## src/rtl/reg_tag_pipe.sv

```systemverilog
// Destination-tag pipeline for DEPTH stages after decode: produces forwarding
// selects, a load-use hazard request, the regfile write tag and a stall counter.
module reg_tag_pipe #(
  parameter int unsigned REG_W    = 5,
  parameter int unsigned DEPTH    = 3,
  parameter int unsigned NUM_SRC  = 2,
  parameter int unsigned ALU_RDY  = 2,
  parameter int unsigned LOAD_RDY = 3,
  parameter int unsigned ZERO_REG = 1,
  parameter int unsigned CNT_W    = 16,
  localparam int unsigned SEL_W   = $clog2(DEPTH + 1)
) (
  input  logic                       clk,
  input  logic                       reset,
  input  logic [NUM_SRC*REG_W-1:0]   src_tag_D,
  input  logic [NUM_SRC-1:0]         src_used_D,
  input  logic [REG_W-1:0]           dst_tag_D,
  input  logic                       dst_link_D,
  input  logic                       dst_wr_D,
  input  logic                       dst_load_D,
  input  logic                       valid_D,
  input  logic [DEPTH-1:0]           stall,
  input  logic [DEPTH-1:0]           flush,
  input  logic                       cnt_clr,
  output logic [NUM_SRC*SEL_W-1:0]   fwd_sel,
  output logic                       hazard_stall,
  output logic                       wr_en_last,
  output logic [REG_W-1:0]           wr_tag_last,
  output logic [CNT_W-1:0]           stall_cnt
);

  typedef struct packed {
    logic             valid;
    logic             wr;
    logic             load;
    logic [REG_W-1:0] tag;
  } entry_t;

  entry_t [DEPTH-1:0] stg_q;
  entry_t [DEPTH-1:0] stg_d;
  entry_t             d_entry;
  entry_t [DEPTH:0]   prev_e;
  logic   [DEPTH:0]   prev_stall;

  assign d_entry.valid = valid_D;
  assign d_entry.wr    = dst_wr_D;
  assign d_entry.load  = dst_load_D;
  assign d_entry.tag   = dst_link_D ? {REG_W{1'b1}} : dst_tag_D;

  // Index k of these vectors describes the stage feeding stage index k (D at 0).
  assign prev_e     = {stg_q, d_entry};
  assign prev_stall = {stall, 1'b0};

  // Stage advance: flush > hold > auto-bubble behind a stalled stage > shift.
  always_comb begin
    stg_d = stg_q;
    for (int unsigned k = 0; k < DEPTH; k++) begin
      if (flush[k])
        stg_d[k] = '0;
      else if (stall[k])
        stg_d[k] = stg_q[k];
      else if (prev_stall[k])
        stg_d[k] = '0;
      else
        stg_d[k] = prev_e[k];
    end
  end

  always_ff @(posedge clk or posedge reset) begin
    if (reset)
      stg_q <= '0;
    else
      stg_q <= stg_d;
  end

  // Youngest matching stage per source decides forward vs. hazard.
  always_comb begin
    logic             hit;
    logic             rdy;
    logic             zero_ok;
    logic [REG_W-1:0] stag;
    fwd_sel      = '0;
    hazard_stall = 1'b0;
    hit          = 1'b0;
    rdy          = 1'b0;
    zero_ok      = 1'b0;
    stag         = '0;
    for (int unsigned s = 0; s < NUM_SRC; s++) begin
      hit     = 1'b0;
      stag    = src_tag_D[s*REG_W +: REG_W];
      zero_ok = !((ZERO_REG != 0) && (stag == '0));
      for (int unsigned k = 0; k < DEPTH; k++) begin
        if (!hit && src_used_D[s] && zero_ok && stg_q[k].valid && stg_q[k].wr &&
            (stg_q[k].tag == stag)) begin
          hit = 1'b1;
          rdy = stg_q[k].load ? ((k + 1) >= LOAD_RDY) : ((k + 1) >= ALU_RDY);
          if (rdy)
            fwd_sel[s*SEL_W +: SEL_W] = SEL_W'(k + 1);
          else
            hazard_stall = 1'b1;
        end
      end
    end
  end

  assign wr_tag_last = stg_q[DEPTH-1].tag;
  assign wr_en_last  = stg_q[DEPTH-1].valid && stg_q[DEPTH-1].wr &&
                       !((ZERO_REG != 0) && (stg_q[DEPTH-1].tag == '0));

  // Saturating count of hazard cycles; clear has priority.
  always_ff @(posedge clk or posedge reset) begin
    if (reset)
      stall_cnt <= '0;
    else if (cnt_clr)
      stall_cnt <= '0;
    else if (hazard_stall && (stall_cnt != {CNT_W{1'b1}}))
      stall_cnt <= stall_cnt + CNT_W'(1);
  end

endmodule

```

## config.mk

```make
export PLATFORM = sky130hd
export DESIGN_NAME = reg_tag_pipe
export DESIGN_NICKNAME = d
export VERILOG_FILES = /design/src/rtl/reg_tag_pipe.sv
export SDC_FILE = /design/constraint.sdc
export NUM_CORES = 1
export LEC_CHECK = 0
export CAP_MARGIN = 20
export CORE_ASPECT_RATIO = 0.8
export CORE_MARGIN = 2
export CORE_UTILIZATION = 40
export CTS_BUF_LIST = sky130_fd_sc_hd__clkbuf_4 sky130_fd_sc_hd__clkbuf_8
export CTS_CLUSTER_SIZE = 16
export DETAILED_ROUTE_END_ITERATION = 6
export PLACE_DENSITY = 0.65
export REMOVE_ABC_BUFFERS = 1
export SETUP_SLACK_MARGIN = 0.5
export SYNTH_ARGS = -nofsm -noshare
export SYNTH_HDL_FRONTEND = slang
export SYNTH_SLANG_ARGS = --single-unit
export TNS_END_PERCENT = 50
```

## constraint.sdc

```tcl
create_clock -name clk -period 3.12 [get_ports clk]
set_clock_uncertainty 0.2 [all_clocks]
set_input_delay 0.468 -clock clk [delete_from_list [all_inputs] [get_ports clk]]
set_output_delay 0.468 -clock clk [all_outputs]
set_load 0.02 [all_outputs]
```

# Word-level counts from Yosys, hierarchy flattened
# Cells that the tools add are included.
totals:
  ff_bits: 39
  out_inout_bits: 27
  elab_cells: 90
classes:
  add_sub_neg: 1
  n_eq_ne: 10
  mux: 25
  n_reduce_logical: 42
op_table:
  columns: ["op", "count"]
  rows:
  - ["2-to-1 mux 8 bit", 8]
  - ["2-to-1 mux 16 bit", 2]
  - ["logical AND 1 bit", 31]
  - ["equality test 5 bit", 6]
  - ["adder 16 x 1 -> 16 bit (second input constant)", 1]
  - ["!= test 16 bit (second input constant)", 1]
  - ["logical NOT 5 bit", 3]
  - ["2-to-1 mux 2 bit", 5]
  - ["2-to-1 mux 1 bit", 9]
  - ["logical NOT 1 bit", 7]
  - ["!= test 2 x 1 -> 1 bit (second input constant)", 3]
  - ["2-to-1 mux 5 bit", 1]
  - ["nonzero test 2 bit", 1]

# Depth between registers and ports, before layout
# Gate-level depths: netlist (run 1).
depth:
  depth_word: 21
  depth_mapped: 9

# Least setup slack after synthesis (run 1)
# OpenSTA, ideal clock, no wires.
synth_path:
  path_type: "input to output"
  start: "in src_tag_D[5]"
  end: "out hazard_stall"
  t_arrival_ps: 2019
  required_ps: 2452
  path_slack_ps: 433
  stages: 7
  n_path_buf: 2
  path_cell_list: "or4_1 o21a_1 nor3b_2 or2_1 buf_6 buf_12 a21o_2"
synth_via:
  elab_chain_cells: 14
  word_cells_on_any_way: 18
  classes_between: "2 x eq/ne; 4 x mux; 12 x reduce/logical"
synth_lines:
  columns: ["element", "line", "text"]
  rows:
  - ["from (decl)", "15", "input logic [NUM_SRC*REG_W-1:0] src_tag_D,"]
  - ["logical NOT 5 bit", "91", "zero_ok = !((ZERO_REG != 0) && (stag == '0));"]
  - ["logical NOT 1 bit", "91", null]
  - ["logical AND 1 bit (4 in a row)", "93", "if (!hit && src_used_D[s] && zero_ok && stg_q[k].valid && stg_q[k].wr &&"]
  - ["2-to-1 mux 1 bit", "93", null]
  - ["logical NOT 1 bit", "93", null]
  - ["logical AND 1 bit (5 in a row)", "93", null]
  - ["2-to-1 mux 1 bit *", "93", null]
  - ["to (decl)", "26", "output logic hazard_stall,"]
# Every way passes the cells marked *; elsewhere a longest branch is shown, timed or not.

# Worst setup path after layout (run 1)
layout_path:
  start: "in src_tag_D[7]"
  end: "out hazard_stall"
# Same word-level chain as after synthesis.

==> results of run 1 <==
-- cell usage after synthesis (5+ instances only) --
| library cell | number |
|---|---|
| nor2_1 | 58 |
| dfrtp_1 | 39 |
| a21oi_1 | 18 |
| xor2_1 | 16 |
| nor3_1 | 15 |
| mux2_1 | 14 |
| xnor2_1 | 14 |
| nor3b_1 | 13 |
| nor2b_1 | 12 |
| nor4_1 | 11 |
| nand4_1 | 10 |
| a22oi_2 | 9 |
| clkbuf_1 | 7 |
| nand2_1 | 7 |
| buf_4 | 5 |
| inv_1 | 5 |
| nand3_1 | 5 |
-- cells by family after synthesis --
logic type	Yosys count	share of synthesized area
compound gates	46	0.132
xor+xnor	30	0.0966
fa+ha+maj	1	0.00460
buf+inv	25	0.0515
flops	39	0.359
mux	19	0.0768
simple gates	147	0.280
-- worst paths after layout --
kind                         startpoint             to  slack [ps]  cells after the start
setup / recovery           src_tag_D[7]   hazard_stall         390                      7
hold / removal               prev_e[30]     prev_e[30]         320                      2
setup reg to reg             prev_e[20]  stall_cnt[14]         620                      8
hold reg to reg              prev_e[30]     prev_e[30]         320                      2
max in group asynchronous         reset     prev_e[20]        1970                      3
min in group asynchronous         reset  stall_cnt[13]         390                      3
-- metal layers --
| layer | vias to the layer above | GRT usage | routed length [um] | part of all wire |
|---|---|---|---|---|
| li1 | 1251 | - | - | - |
| met1 | 1231 | 0.296 | 3380 | 0.48 |
| met2 | 76 | 0.278 | 3130 | 0.44 |
| met3 | 10 | 0.0340 | 463 | 0.066 |
| met4 | 0 | 0.0586 | 86 | 0.012 |
| met5 | - | 0 | 0 | 0 |
-- worst max-delay path, stage by stage --
cell             delay (ps)
clkdlybuf4s15_2         190
or4_1                   460
o21a_1                  220
nor3b_2                 160
or2_1                   230
a21o_2                  210
buf_6                   130
-- sequential cells by signal, indices dropped and copies added, names as in the netlist --
register / cells
wr_tag_last: 5
stall_cnt: 16
prev_e: 18
-- layout make-up --
cell class,count,area [um^2]
tap,84,105
fill,574,2730
multi-input combinational,243,1700
clock inverter,3,46.3
inverter,5,18.8
clock buffer,5,68.8
sequential,39,978
timing repair buffer,95,827
-- layout by cell type (no fill, tap or decap), drive strengths merged, types with 4 or more instances in the layout --
cell type / synthesis / layout
a21oi: 18 / 18
buf: 13 / 48
nor3: 15 / 15
xnor2: 14 / 14
xor2: 16 / 16
mux2: 15 / 15
a32oi: 4 / 4
inv: 5 / 6
clkdlybuf4s50: 0 / 40
nand4: 10 / 10
nor4: 11 / 11
mux2i: 4 / 4
clkbuf: 7 / 6
nor2: 58 / 58
dfrtp: 39 / 39
nand3: 5 / 5
nor3b: 14 / 14
a22oi: 13 / 13
nand2b: 4 / 4
nor2b: 12 / 12
nand2: 7 / 7
-- where the power goes --
part	internal [mW]	switching, mW	total (mW)
Combinational	0.0819	0.0765	0.158
Clock	0.241	0.193	0.434
Sequential	0.514	0.0139	0.528
Total	0.837	0.284	1.12
-- repair_timing --
item,in CTS,in global routing
setup buffers,9,3
endpoints found under the setup margin,21,20
resized for setup,60,17
pin swaps,14,8
-- per-stage QoR --
| step | TNS, ps | utilization | std cells | hold slack (ps) | power (mW) |
|---|---|---|---|---|---|
| 2_1_floorplan | 0 | - | 287 | 274 | 0.593 |
| 3_3_place_gp | -889 | 0.536 | 454 | 302 | 0.689 |
| 3_5_place_dp | -994 | 0.536 | 454 | 301 | 0.693 |
| 4_1_cts | 0 | 0.564 | 471 | 319 | 1.13 |
| 5_1_grt | 0 | 0.578 | 474 | 382 | 1.17 |
| 6_report | 0 | 0.578 | 474 | 318 | 1.12 |
==> impl_metrics.yaml, run 1 <==
layout:
  synthToLayoutAreaGrowth_pct: 37.6
  antennaDiodeCount: 0
  fin_nets: 420
  fin_area_um2: 3740
  drive_gt1_frac: 0.238
placed_design:
  gp_congestion: 0.895
  pre_cts_ws_ps: -278
  place_area_um2: 3470
  io_buffers: 56
  dp_hpwl_um: 5130
floorplanning:
  boundaryPins: 57
  core_um2: 6470
  num_rows: 26
  dieArea_um2: 7480
  die_w_um: 96.2
  die_h_um: 77.8
  initial_utilization: 0.420
drt:
  drc_errors: 0
  avgRoutedWirePerCell_um: 14.9
  dr.first_iter.drc_count: 143
  drt_first_pass_iters: 4
  viasPerCell: 5.42
  ant_nets: 0
  wirelength_um: 7070
  vias: 2568
timing:
  final.min_clock_period_ps: 2730
  post-route-period-util: 0.876
  worst_slew_pin_slew_ps: 494
  slew_viol_final: 0
  fmax_mhz: 366
  worst_slack_ps: 386
  max_slew_margin: 0.671
  setup_viol: 0
  final-hold-violation-count: 0
  rsz0062_at_grt: "yes"
synth:
  synth_edf_count: 0
  ys_async_sr_fraction: 1.00
  ys_seq_elements: 39
  synth.area.top_cells: "dfrtp_1 (36%), nor2_1 (8.0%), mux2_1 (5.8%), xor2_1 (5.1%), xnor2_1 (4.5%)"
  synth.distinct_cells: 44
  netlist_instances: 307
  yosysSeqAreaShare: 0.359
  synth_top_area_frac: 0.359
  yosysWarnings: 0
  syn-cell-area_um2: 2720
  synth_top_cell_by_area: "dfrtp_1"
  avgSynthCellArea_um2: 8.86
  synth_ff_type: "dfrtp_1"
clock_tree:
  cts.sinks: 39
  cts_max_level: 2
  cts.path.max_buffers: 2
  clk_pin_slew_ps: 80
  insertion_delay_ps: 300
  holdBufCountCts: 0
  cts_tree: "built"
  cts_buffers: 5
  root_buffer: "clkbuf_8"
status:
  status: "finished, final reports clean"
pwr:
  vdd_ir_drop_max_mv: 0.204
  power.density_nw_per_um2: 299
  p_leak_nw: 1.61
global_route:
  overflow: 0
  grt_use_total: 0.195
  grt_pass1_vias: 2380
  grt_pass1_wl_um: 11500
  grt_antenna_before_repair: 0
  grt_max_degree: 40
worst_hold_path:
  hold_class: "reg -> reg"
setup_path:
  cp.required_ps: 2450
  arrival_ps: 2070
  crit_path_max_fanout: 2
  crit_type: "in -> out"
  cp-start-kind: "input pin"
  endpoint_kind: "output pin"
flow_run:
  max-cap-violations: 0
Power figures use the tool's default switching activity.
==> inputs of run 2 (changes only) <==
--- a/config.mk
+++ b/config.mk
@@ -7,7 +7,7 @@
 export LEC_CHECK = 0
 export CAP_MARGIN = 20
 export CORE_ASPECT_RATIO = 0.8
-export CORE_MARGIN = 2
+export CORE_MARGIN = 5
 export CORE_UTILIZATION = 40
 export CTS_BUF_LIST = sky130_fd_sc_hd__clkbuf_4 sky130_fd_sc_hd__clkbuf_8
 export CTS_CLUSTER_SIZE = 16
==> run 2 against run 1 <==
Register-to-register slack worse by 20 ps; global-route usage is 1.3 points lower; via count is 1.5% lower; hold slack better by 4.6 ps; flip-flop and latch count stayed put; total power is 0.84% higher; fmax is 0.33% higher; routed wire length is 4.7% higher; final cell count is 0.42% higher; critical path type unchanged; largest cell class unchanged; highest routed layer unchanged.
==> impl_metrics.yaml, run 2 (same netlist as run 1, synthesis figures left out) <==
status:
  status: "finished, final reports clean"
pwr:
  power.density_nw_per_um2: 297
  p_leak_nw: 1.63
  vdd_ir_drop_max_mv: 0.181
  p_total_mw: 1.13
setup_path:
  endpoint_kind: "output pin"
  cp_slowest_stage_delay_ps: 510
  crit_path_max_fanout: 2
  r2r-start: "prev_e[17]"
  ff2ff_path_depth: 9
  cp-start-kind: "input pin"
  cp.required_ps: 2450
  worst-r2r-setup-slack_ps: 600
  crit_chain: "buf_2 > or4_1 > o21a_1 > nor3b_2 > or2_1 > a21o_2 > buf_6"
  cp_slowest_cell: "or4_1"
  crit_type: "in -> out"
  reg2reg_to: "stall_cnt[14]"
  arrival_ps: 2060
timing:
  post-route-period-util: 0.873
  final-hold-violation-count: 0
  setup_viol: 0
  fmax_mhz: 367
  worst_slew_pin_slew_ps: 493
  slew_viol_final: 0
  rsz0062_at_grt: "yes"
  max_slew_margin: 0.672
  final.min_clock_period_ps: 2720
drt:
  drt_first_pass_iters: 5
  avgRoutedWirePerCell_um: 15.6
  dr.first_iter.drc_count: 201
  drc_errors: 0
  wirelength_um: 7400
  ant_nets: 0
  viasPerCell: 5.32
  vias: 2530
layout:
  fin_nets: 422
  antennaDiodeCount: 0
  largest_reg_flops: 18
  synthToLayoutAreaGrowth_pct: 39.6
  final_common_cell: "nor2_1"
  fin_area_um2: 3800
  layout_common_cells: "nor2_1 (57), clkdlybuf4s50_1 (40), buf_4 (38)"
  drive_gt1_frac: 0.250
clock_tree:
  cts_tree: "built"
  cts_buffers: 5
  insertion_delay_ps: 300
  cts_max_level: 2
  cts.sinks: 39
  root_buffer: "clkbuf_8"
  cts.path.max_buffers: 2
  clk_pin_slew_ps: 80
  holdBufCountCts: 0
floorplanning:
  die_h_um: 83.8
  core_um2: 6510
  dieArea_um2: 8560
  die_w_um: 102
  boundaryPins: 57
  num_rows: 26
  initial_utilization: 0.418
worst_hold_path:
  hold_class: "reg -> reg"
  hold_start: "prev_e[30]"
  holdPathStages: 2
  min_to: "prev_e[30]"
global_route:
  overflow: 0
  grt_max_degree: 40
  grt_antenna_before_repair: 0
  grt_pass1_vias: 2459
  grt_pass1_wl_um: 12400
  grt_use_total: 0.182
placed_design:
  dp_hpwl_um: 5440
  place_area_um2: 3470
  io_buffers: 56
  gp_congestion: 0.886
flow_run:
  max-cap-violations: 0
-- run 2: layer usage --
metal,routed length [um],vias up,GRT usage
li1,-,1254,-
met4,97,0,0.0596
met2,3240,59,0.255
met5,0,-,0
met1,3650,1211,0.274
met3,408,6,0.0359
-- run 2: report_power, final --
| group | switching [mW] | total [mW] | internal (mW) |
|---|---|---|---|
| logic | 0.0790 | 0.163 | 0.0843 |
| registers | 0.0147 | 0.529 | 0.514 |
| clock network | 0.195 | 0.438 | 0.242 |
-- run 2: worst max-delay path, delay by kind of cell --
kind                   cells  cell delay (ps)
buffers and inverters      2              230
AND/OR/NAND/NOR            3              910
AO/OA/AOI/OAI              2              440
-- run 2: cell type report --
cell class | count | area [um^2]
sequential | 39 | 980
multi-input combinational | 243 | 1720
clock inverter | 3 | 47.5
tap | 84 | 105
timing repair buffer | 97 | 857
clock buffer | 5 | 68.8
fill | 580 | 2710
inverter | 5 | 18.8
-- run 2: stage by stage --
stage / worst slack (ps) / hold slack (ps) / util / instances / TNS, ps
after global placement: -291 / 301 / 0.533 / 454 / -880
final: 395 / 323 / 0.584 / 476 / 0
after detailed placement: -294 / 309 / 0.533 / 454 / -1010
after global routing: 339 / 356 / 0.584 / 476 / 0
after floorplan: 346 / 274 / - / 287 / 0
after CTS: 416 / 327 / 0.566 / 473 / 0
-- run 2: repair_timing --
item / CTS / global route
hold endpoints to repair: 0 / 0
gates resized for setup: 64 / 23
endpoints found under the setup margin: 21 / 21
buffers inserted: 11 / 3
pin swaps: 17 / 11
-- run 2: worst max-delay path by stage --
| stage | startpoint | cells after the start | endpoint | slack, ps |
|---|---|---|---|---|
| 2_1_floorplan | stall_cnt[0] | 7 | stall_cnt[13] | 350 |
| 3_3_place_gp | src_tag_D[5] | 7 | hazard_stall | -290 |
| 3_5_place_dp | src_tag_D[8] | 8 | fwd_sel[3] | -290 |
| 4_1_cts | prev_e[16] | 7 | hazard_stall | 420 |
| 5_1_grt | prev_e[17] | 7 | hazard_stall | 340 |
| 6_report | src_tag_D[7] | 7 | hazard_stall | 400 |
==> inputs of run 3 (changes only) <==
--- a/config.mk
+++ b/config.mk
@@ -8,11 +8,11 @@
 export CAP_MARGIN = 20
 export CORE_ASPECT_RATIO = 0.8
 export CORE_MARGIN = 5
-export CORE_UTILIZATION = 40
+export CORE_UTILIZATION = 53
 export CTS_BUF_LIST = sky130_fd_sc_hd__clkbuf_4 sky130_fd_sc_hd__clkbuf_8
 export CTS_CLUSTER_SIZE = 16
 export DETAILED_ROUTE_END_ITERATION = 6
-export PLACE_DENSITY = 0.65
+export PLACE_DENSITY = 0.82
 export REMOVE_ABC_BUFFERS = 1
 export SETUP_SLACK_MARGIN = 0.5
 export SYNTH_ARGS = -nofsm -noshare
==> run 3 against run 2 <==
Die area fell by 22%; largest power group unchanged; largest cell class unchanged; flip-flop and latch count did not move; via count rose by 7.0%; highest routed layer unchanged.
==> impl_metrics.yaml, run 3 (same netlist as run 1, synthesis figures left out) <==
drt:
  drc_errors: 0
  avgRoutedWirePerCell_um: 18.3
  ant_nets: 0
  vias: 2707
  viasPerCell: 6.10
  wirelength_um: 8100
  drt_first_pass_iters: 4
  dr.first_iter.drc_count: 204
clock_tree:
  insertion_delay_ps: 300
  cts.path.max_buffers: 2
  clk_pin_slew_ps: 90
  cts.sinks: 39
  cts_tree: "built"
  cts_buffers: 5
  cts_max_level: 2
  root_buffer: "clkbuf_8"
pwr:
  seq_power_share: 0.466
  vdd_ir_drop_max_mv: 0.312
  power.share.clock: 0.387
  power.density_nw_per_um2: 308
  p_switching_mw: 0.296
  p_leak_nw: 1.57
  combPwrFrac: 0.146
  p_int_mw: 0.840
  p_sw_frac: 0.260
placed_design:
  dp_hpwl_um: 5250
  io_buffers: 56
  gp_congestion: 0.933
  place_area_um2: 3420
  dp.cells: 429
layout:
  final_cells: 444
  largest_reg_flops: 18
  antennaDiodeCount: 0
  synthToLayoutAreaGrowth_pct: 35.4
  multiInputGateArea_um2: 1710
  fillCellCount: 341
  ff_latch_area_um2: 981
  layout_common_cells: "nor2_1 (58), clkdlybuf4s50_1 (41), dfrtp_1 (35)"
  drive_gt1_frac: 0.225
  final_common_cell: "nor2_1"
  fin_nets: 412
  fin_area_um2: 3690
setup_path:
  path_delay_family: "simple AND/OR/NAND/NOR gates"
  r2r-start: "prev_e[16]"
  startpoint: "prev_e[16]"
  worst-r2r-setup-slack_ps: 540
  arrival_ps: 2120
  endpoint_kind: "output pin"
  crit_type: "reg -> out"
  cp_common_cell: "nand4_1"
  path_depth: 7
  reg2reg_to: "stall_cnt[8]"
  crit_path_max_fanout: 4
  ff2ff_path_depth: 7
  cp_num_buf_inv: 2
  endpoint: "fwd_sel[0]"
  cp_slowest_stage_delay_ps: 460
  crit_chain: "xor2_1 > nor4_2 > nand4_1 > buf_4 > nand4_1 > nor2_1 > buf_2"
  cp_slowest_cell: "dfrtp_2"
  cp-start-kind: "flip-flop"
  cp.required_ps: 2450
timing:
  post-route-period-util: 0.894
  max_slew_margin: 0.517
  worst_slew_pin_slew_ps: 723
  slew_viol_final: 0
  rsz0062_at_grt: "yes"
  setup_viol: 0
  final-hold-violation-count: 0
  final.min_clock_period_ps: 2790
  fin_tns_setup_ps: 0
  fmax_mhz: 358
global_route:
  grt_use_met3: 0.0617
  use_met2: 0.385
  grt_pass1_vias: 2564
  overflow: 0
  grt_pass1_wl_um: 12500
  grt_antenna_before_repair: 0
  gr-max-usage-layer: "met2"
  use_met1: 0.303
  grt_use_total: 0.231
  grt_max_degree: 40
floorplanning:
  die_h_um: 74.1
  die_w_um: 90.1
  core_um2: 5010
  dieArea_um2: 6680
  boundaryPins: 57
  initial_utilization: 0.543
  num_rows: 23
flow_run:
  max-cap-violations: 0
worst_hold_path:
  holdPathStages: 2
  hold_class: "reg -> reg"
status:
  status: "finished, final reports clean"
[run 3: changes by cell type in the layout (fill, tap and decap cells not counted), sizes merged]
cell,previous run,this run
clkdlybuf4s15,2,3
clkbuf,6,7
dlymetal6s2s,2,0
clkdlybuf4s50,40,41
dlygate4sd2,1,2
buf,51,39
[run 3: timing repair]
item / in CTS / in global routing
setup buffers: 7 / 0
pin swaps: 17 / 6
hold buffers: 0 / 0
gates resized for setup: 65 / 15
endpoints found under the setup margin: 22 / 15
[run 3: cell type report]
cell class | instances | share of cell area
clock inverters | 3 | 0.0129
flip-flops and latches | 39 | 0.266
inverters | 5 | 0.00509
well taps | 62 | 0.0210
repair buffers | 87 | 0.212
multi-input cells | 243 | 0.464
clock buffers | 5 | 0.0187
[run 3: worst min-delay path by stage]
stage,from,to
6_report,prev_e[13],prev_e[13]
5_1_grt,prev_e[31],prev_e[31]
3_3_place_gp,prev_e[31],prev_e[31]
4_1_cts,prev_e[13],prev_e[13]
3_5_place_dp,prev_e[13],prev_e[13]
2_1_floorplan,prev_e[30],prev_e[30]
[run 3: layer usage]
layer | up-vias | share of wire
met3 | 33 | 0.084
met1 | 1302 | 0.42
met5 | - | 0
li1 | 1230 | -
met4 | 0 | 0.030
met2 | 142 | 0.46
[run 3: worst min-delay path: cells and delay by family (launching register included)]
| kind | cells | cell delay [ps] |
|---|---|---|
| flops | 1 | 360 |
| mux | 1 | 70 |
| simple gates | 1 | 80 |
[run 3: metrics by stage]
| step | total power, mW | setup slack, ps | hold WS, ps | util |
|---|---|---|---|---|
| floorplan | 0.593 | 346 | 274 | - |
| global placement | 0.683 | -279 | 289 | 0.683 |
| detailed placement | 0.689 | -312 | 316 | 0.683 |
| CTS | 1.13 | 422 | 341 | 0.728 |
| global route | 1.17 | 303 | 374 | 0.736 |
| finish | 1.14 | 329 | 335 | 0.736 |
[run 3: power groups by stage]
stage          clock [mW]  combinational, mW  sequential (mW)
5_1_grt             0.465              0.179            0.530
3_3_place_gp            0              0.146            0.537
4_1_cts             0.443              0.159            0.528
3_5_place_dp            0              0.151            0.538
6_report            0.440              0.166            0.529
2_1_floorplan           0             0.0600            0.533
